<file path="src/rtl/uart_tx_monitor.sv">
// uart_tx_monitor
//   Decodes an 8N1 UART stream (idle-high line) into bytes. It oversamples
//   the line at CLKS_PER_BIT clocks per bit, buffers good bytes in a small
//   FIFO and presents them on a valid/ready stream. It also keeps sticky
//   error flags and a count of LINE_CHAR bytes.
//
// Ports
//   clk          system clock, rising edge
//   cpu_reset_n  asynchronous active-low reset (released synchronously upstream)
//   serial_tx    asynchronous UART line, idle high
//   out_data     head-of-FIFO byte (registered)
//   out_valid    FIFO non-empty (registered)
//   out_ready    consumer accepts out_data when out_valid & out_ready
//   frame_err    sticky: a stop bit was sampled low
//   overflow     sticky: a completed byte was dropped because the FIFO was full
//   line_count   number of LINE_CHAR bytes received, wraps at 16 bits
//   clr_status   synchronous clear of frame_err, overflow and line_count;
//                it wins over a same-cycle set or increment
module uart_tx_monitor #(
  parameter int          CLKS_PER_BIT = 434,
  parameter int          FIFO_DEPTH   = 16,
  parameter logic [7:0]  LINE_CHAR    = 8'h0A
) (
  input  logic        clk,
  input  logic        cpu_reset_n,
  input  logic        serial_tx,
  output logic [7:0]  out_data,
  output logic        out_valid,
  input  logic        out_ready,
  output logic        frame_err,
  output logic        overflow,
  output logic [15:0] line_count,
  input  logic        clr_status
);

  localparam int TW = $clog2(CLKS_PER_BIT);
  localparam int AW = $clog2(FIFO_DEPTH);

  // The timer counts down to zero, so a load of N-1 gives a tick N cycles later.
  localparam logic [TW-1:0] HALF_LOAD = TW'(CLKS_PER_BIT / 2 - 1);
  localparam logic [TW-1:0] FULL_LOAD = TW'(CLKS_PER_BIT - 1);
  localparam logic [AW:0]   DEPTH_C   = (AW + 1)'(FIFO_DEPTH);

  typedef enum logic [2:0] {
    IDLE,
    START,
    DATA,
    STOP,
    WAIT_HIGH
  } state_t;

  // ------------------------------------------------------------------
  // Input synchronizer
  // ------------------------------------------------------------------
  logic [1:0] sync_reg;
  logic       rx_s;

  always_ff @(posedge clk or negedge cpu_reset_n) begin
    if (!cpu_reset_n) begin
      sync_reg <= 2'b11;
    end else begin
      sync_reg <= {sync_reg[0], serial_tx};
    end
  end

  assign rx_s = sync_reg[1];

  // ------------------------------------------------------------------
  // Bit-level receiver FSM
  // ------------------------------------------------------------------
  state_t        state_reg;
  logic [TW-1:0] timer_reg;
  logic [2:0]    bit_idx_reg;
  logic [7:0]    shift_reg;
  logic          tick;
  logic          byte_done;
  logic          stop_bad;

  assign tick      = (timer_reg == '0);
  assign byte_done = (state_reg == STOP) && tick && rx_s;
  assign stop_bad  = (state_reg == STOP) && tick && !rx_s;

  always_ff @(posedge clk or negedge cpu_reset_n) begin
    if (!cpu_reset_n) begin
      state_reg   <= IDLE;
      timer_reg   <= '0;
      bit_idx_reg <= 3'd0;
      shift_reg   <= 8'h00;
    end else begin
      // The timer only runs in the states that sample the line on a tick.
      if ((state_reg == START || state_reg == DATA || state_reg == STOP) && !tick) begin
        timer_reg <= timer_reg - 1'b1;
      end
      case (state_reg)
        IDLE: begin
          if (!rx_s) begin
            // The first sample lands half a bit in, i.e. mid start bit.
            state_reg <= START;
            timer_reg <= HALF_LOAD;
          end
        end
        START: begin
          if (tick) begin
            if (rx_s) begin
              state_reg <= IDLE;  // short low pulse: not a real start bit
            end else begin
              state_reg   <= DATA;
              bit_idx_reg <= 3'd0;
              timer_reg   <= FULL_LOAD;
            end
          end
        end
        DATA: begin
          if (tick) begin
            shift_reg[bit_idx_reg] <= rx_s;
            timer_reg              <= FULL_LOAD;
            if (bit_idx_reg == 3'd7) begin
              state_reg <= STOP;
            end else begin
              bit_idx_reg <= bit_idx_reg + 3'd1;
            end
          end
        end
        STOP: begin
          if (tick) begin
            state_reg <= rx_s ? IDLE : WAIT_HIGH;
          end
        end
        WAIT_HIGH: begin
          // A held-low line (break) must return high before a new frame.
          if (rx_s) begin
            state_reg <= IDLE;
          end
        end
        default: state_reg <= IDLE;
      endcase
    end
  end

  // ------------------------------------------------------------------
  // Byte FIFO
  // ------------------------------------------------------------------
  logic [7:0]    mem [FIFO_DEPTH];
  logic [AW-1:0] wr_ptr_reg;
  logic [AW-1:0] rd_ptr_reg;
  logic [AW:0]   count_reg;
  logic [AW-1:0] rd_ptr_next;
  logic [AW:0]   count_next;
  logic          full;
  logic          pop;
  logic          push;
  logic          drop;

  assign full = (count_reg == DEPTH_C);
  assign pop  = out_valid && out_ready;
  // A full FIFO still accepts a byte when the head leaves in the same cycle.
  assign push = byte_done && (!full || pop);
  assign drop = byte_done && full && !pop;

  always_comb begin
    rd_ptr_next = rd_ptr_reg;
    count_next  = count_reg;
    if (pop) begin
      rd_ptr_next = rd_ptr_reg + 1'b1;
    end
    case ({push, pop})
      2'b10:   count_next = count_reg + 1'b1;
      2'b01:   count_next = count_reg - 1'b1;
      default: count_next = count_reg;
    endcase
  end

  always_ff @(posedge clk) begin
    if (push) begin
      mem[wr_ptr_reg] <= shift_reg;
    end
  end

  always_ff @(posedge clk or negedge cpu_reset_n) begin
    if (!cpu_reset_n) begin
      wr_ptr_reg <= '0;
      rd_ptr_reg <= '0;
      count_reg  <= '0;
      out_valid  <= 1'b0;
      out_data   <= 8'h00;
    end else begin
      if (push) begin
        wr_ptr_reg <= wr_ptr_reg + 1'b1;
      end
      rd_ptr_reg <= rd_ptr_next;
      count_reg  <= count_next;
      out_valid  <= (count_next != '0);
      // The registered head comes from the array, except when the byte being
      // written this cycle is itself the new head (FIFO empty after a pop).
      if (push && (wr_ptr_reg == rd_ptr_next)) begin
        out_data <= shift_reg;
      end else if (count_next != '0) begin
        out_data <= mem[rd_ptr_next];
      end
    end
  end

  // ------------------------------------------------------------------
  // Status
  // ------------------------------------------------------------------
  always_ff @(posedge clk or negedge cpu_reset_n) begin
    if (!cpu_reset_n) begin
      frame_err  <= 1'b0;
      overflow   <= 1'b0;
      line_count <= 16'h0000;
    end else if (clr_status) begin
      frame_err  <= 1'b0;
      overflow   <= 1'b0;
      line_count <= 16'h0000;
    end else begin
      if (stop_bad) begin
        frame_err <= 1'b1;
      end
      if (drop) begin
        overflow <= 1'b1;
      end
      // Counted on reception, whether or not the FIFO kept the byte.
      if (byte_done && (shift_reg == LINE_CHAR)) begin
        line_count <= line_count + 16'd1;
      end
    end
  end

endmodule

</file>
<file path="config.mk">
export PLATFORM = sky130hd
export DESIGN_NAME = uart_tx_monitor
export DESIGN_NICKNAME = d
export VERILOG_FILES = /design/src/rtl/uart_tx_monitor.sv
export SDC_FILE = /design/constraint.sdc
export NUM_CORES = 1
export LEC_CHECK = 0
export CAP_MARGIN = 10
export CORE_MARGIN = 2
export CORE_UTILIZATION = 27
export DETAILED_ROUTE_END_ITERATION = 10
export GPL_ROUTABILITY_DRIVEN = 0
export PLACE_DENSITY = 0.55
export SYNTH_ARGS = -nofsm -noshare
export SYNTH_HDL_FRONTEND = slang
export SYNTH_SLANG_ARGS = --single-unit
</file>
<file path="constraint.sdc">
create_clock -name clk -period 3.35 [get_ports clk]
set_input_delay 0.67 -clock clk [delete_from_list [all_inputs] [get_ports clk]]
set_output_delay 0.67 -clock clk [all_outputs]
set_load 0.02 [all_outputs]
</file>
# Word-level counts from Yosys, hierarchy flattened
# Memories as Yosys holds them, arrays and structs flattened. A register that Yosys moved wholly into a read port is not among the register bits.
# Index checks and enable logic that the tools add are counted.
# word_totals
output_inout_bits	27
elab_cells	103
input_bits	5
register_bits	57
memories	1
ram_bits	128
# mem_list
name	depth	width	rd	rd_clocked_by_memory_dff	write_ports	line_no	rtl
mem	16	8	1	1	1	143	logic [7:0] mem [FIFO_DEPTH];
# op_classes
n_reduce_logical	30
eq_ne	18
mux	33
n_lt_le_gt_ge	2
addsub	7
# ops
op	n
9-bit 2-to-1 mux	5
3-bit 2-to-1 mux	11
16-bit 2-to-1 mux	2
9-bit one-hot mux with 3 select lines	1
16-bit by 1-bit adder with 16-bit output (second input constant)	1
3-bit one-hot mux with 5 select lines	1
2-bit != test (second input constant)	7
1-bit logical AND	11
5-bit one-hot mux with 2 select lines	1
2-bit nonzero test	5
9-bit zero test	1
9-bit by 1-bit subtractor with 9-bit output (second input constant)	1
4-bit by 1-bit adder with 4-bit output (second input constant)	2
8-bit bitwise mux	1
8-bit by 4-bit equality test with 1-bit output (second input constant)	1
1-bit 2-to-1 mux	7
3-bit by 2-bit equality test with 1-bit output (second input constant)	2
3-bit equality test (second input constant)	2
3-bit one-hot mux with 2 select lines	1
6-bit AND reduction	1
5-bit by 1-bit adder with 5-bit output (second input constant)	1
5-bit equality test (second input constant)	1
1-bit zero test	5
5-bit AND reduction	1
16 further kinds	18

# Depth between registers and ports, before layout
# depth
depth_word	8
mapped_depth	17

# Least setup slack after synthesis
# No wires, ideal clock.
# synth_timing
path_kind	reg-to-reg
start	reg timer_reg[0]
end	reg out_data[1] (read register of mem)
slack_ps	-106
stages_incl_launch_ff	17
n_path_buf	3
arrival_ps	3325
path_cell_list	dfrtp_1 -> inv_1 -> ha_1 -> nor4b_1 -> and3_1 -> clkbuf_1 -> nor2_1 -> xor2_1 -> ha_1 -> or3_1 -> mux2i_1 -> xor2_1 -> or4_1 -> buf_2 -> buf_6 -> o21ai_2 -> o22ai_2
# synth_between
elab_chain_len	8
word_cells_on_any_way	10
# synth_rtl
item	line_no	rtl
start, declared	72	logic [TW-1:0] timer_reg;
start signal, assigned	92	timer_reg <= timer_reg - 1'b1;
9-bit zero test (*)	79	assign tick = (timer_reg == '0);
1-bit logical AND (*) (2 in a row)	80	assign byte_done = (state_reg == STOP) && tick && rx_s;
1-bit logical AND (*)	157	assign push = byte_done && (!full || pop);
2-bit by 1-bit equality test with 1-bit output / 2-bit equality test (equally long branches)	166	case ({push, pop})
5-bit one-hot mux with 2 select lines (*)	166	
named net count_next[2]	148	logic [AW:0] count_next;
5-bit nonzero test (*)	197	end else if (count_next != '0) begin
2-bit nonzero test (no source line) (*)	--	
end, declared	27	output logic [7:0] out_data,
# The timed path passes the listed nets; every way through them passes the cells marked *.
# A chain may end at the register's enable or synchronous reset.

# Worst setup path after layout
# layout_timing
start	reg timer_reg[0]
end	reg out_data[7] (read register of mem)
# The elaborated chain is that of the path after synthesis.

==> metrics.cfg <==
[critical_path]
cp.arrival_ns = 3.51
crit_fanout = 9
crit_required_ns = 3.70
crit_type = reg -> reg
start_kind = register
cp-end-kind = register

[clocking]
htreeDepth = 4
clock_path_buffers = 2
cts_root_buf = clkbuf_16
cts_inserted_buffers = 17
clkLatencyLatePin_ns = 0.44
ctsHoldBuffers = 0
cts_tree = built
path_clk_slew_ns = 0.08
cts_sinks = 193

[global_routing]
grt_pass1_vias = 5512
grt_pass1_wl_um = 30600
grt_max_degree = 66
track_usage = 0.120
overflow = 0
antenna_found_initial = 0

[routing]
wirelength_um = 19400
num_vias = 5599
vias_per_cell = 4.73
post_drt_wl_per_cell_um = 16.4
antenna_left = 0
drc = 0
drt_iter0_markers = 415
drtPass1Iterations = 5

[synth]
syn_area_mm2 = 0.00832
ys.flop_type = edfxtp_1
synthCells = 699
ys_ff_latch = 193
syn_nets = 714
ys_types = 55
synth-edff-count = 128
seq_area_frac_synth = 0.657
postSynth.asyncResetShare = 0.337
ys_warn_count = 0
syn_area_per_cell_um2 = 11.9

[timing]
skew_ns = 0.0146
slew_headroom = 0.415
setup_slack_ns = 0.193
holdWs_ns = 0.334
clock.fmax_mhz = 317
hold_violations = 0
setup_viol = 0
min_period_over_period = 0.942
slew_viol_final = 0
fin_crit_ns = 3.16
tightest_slew_ns = 0.877

[cells_and_area]
final_common_cell = edfxtp_1
fin_cells = 1183
final_core_util = 0.332
drive_gt1_frac = 0.152
fin_nets = 789
fillCellCount = 3019
layout_common_cells = edfxtp_1 (128), nand2_1 (92), a21oi_1 (71)
antennaDiodeCount = 0
syn_to_final_growth_pct = 21.5
largest_register_ffs = 128

[floorplanning]
dieArea_mm2 = 0.0323
placementRows = 64
fp.dieH_um = 180
die_w_um = 180
io-pin-count = 32
start_util = 0.273
coreArea_mm2 = 0.0305

[power_and_ir_drop]
peakVddDrop_v = 0.000372
power.leakage_nw = 3.96
power_density_mw_per_mm2 = 714
finalPower_mw = 7.22

[min_path]
hold_path_class = in -> async

[place]
placed_cells = 1149
dp_slack_ns = -0.0721
io_buffers = 31
hpwlAfterDp_um = 12500

[run]
drv_cap = 0

[outcome]
status = finished, final reports clean

[synth_stat cells, drive strengths merged (4+ instances only)]
cell    count  area share
ha         10       0.015
o21ai      21       0.013
or3         5      0.0038
mux2       10       0.014
nor3       21       0.013
o22ai       8      0.0068
a22oi      31       0.028
clkbuf     26       0.012
xor2       16       0.017
inv        21      0.0095
nor4        4      0.0048
buf         7      0.0042
xnor2      19       0.020
nor2       49       0.022
a21oi      71       0.043
nand2      92       0.041
edfxtp    128        0.46
dfrtp      63        0.19
nand4       9      0.0068
nand3      36       0.022
and3       13       0.010
nand2b      4      0.0030
mux2i       5      0.0060
[path summary, 6_finish.rpt]
path,startpoint,end,slack (ns),cells past startpoint
max in group asynchronous,cpu_reset_n,out_data[7],2.42,1
hold reg to reg,sync_reg[0],sync_reg[1],0.37,0
hold / removal,cpu_reset_n,line_count[7],0.33,1
min in group clk,sync_reg[0],sync_reg[1],0.37,0
setup / recovery,timer_reg[0],out_data[7],0.19,12
setup reg to reg,timer_reg[0],out_data[7],0.19,12
[layer usage]
metal	vias to the layer above	global-route usage	share of wire
met5	-	0	0
met2	98	0.197	0.47
met1	2781	0.162	0.48
met4	0	0.0371	0.019
met3	25	0.0221	0.029
li1	2695	-	-
[worst max-delay path, stage by stage, from the launching register on]
cell	delay [ns]
dfrtp_1	0.40
inv_1	0.07
ha_1	0.16
buf_4	0.12
or4b_1	0.52
nor4_4	0.34
buf_4	0.18
mux2i_1	0.21
xor2_1	0.11
or4_4	0.53
buf_6	0.17
and3_1	0.14
o22ai_1	0.12
[power by group]
group / total (mW) / internal, mW / leakage (nW) / switching [mW]
registers: 2.77 / 2.64 / 2.33 / 0.136
logic: 2.38 / 0.994 / 1.33 / 1.38
clock network: 2.07 / 1.08 / 0.298 / 0.993
total: 7.22 / 4.71 / 3.96 / 2.51
[stage by stage]
stage	setup TNS, ns	area (um2)
after floorplan	0	8330
after global placement	0	9450
after detailed placement	-0.392	9450
after CTS	0	10100
after global routing	-0.00788	10100
final	0	10100
[area by class of cell]
class | count | area, um2 | area share
Clock buffer | 18 | 429 | 0.0424
Sequential cell | 193 | 5470 | 0.541
Timing Repair Buffer | 89 | 776 | 0.0767
Clock inverter | 14 | 179 | 0.0177
Multi-Input combinational cell | 452 | 2680 | 0.265
Inverter | 21 | 78.8 | 0.00779
Tap cell | 396 | 495 | 0.0490
[cell families (layout without fill, tap and decap cells)]
kind of cell	Yosys count	in the layout	synth area share
and+or+nand+nor	245	245	0.139
DFF	193	193	0.657
AOI/OAI and AO/OA	147	147	0.107
buffers and inverters	54	142	0.0254
xor gates and xnor gates	35	35	0.0368
muxes	15	15	0.0195
adders and majority gates	10	10	0.0150
[timing repair]
| action | in CTS | in global routing |
|---|---|---|
| setup endpoints to repair | 0 | 8 |
| resized for setup | 0 | 10 |
| setup buffers | 0 | 1 |
Note: power is estimated with default switching activity, not from simulation.
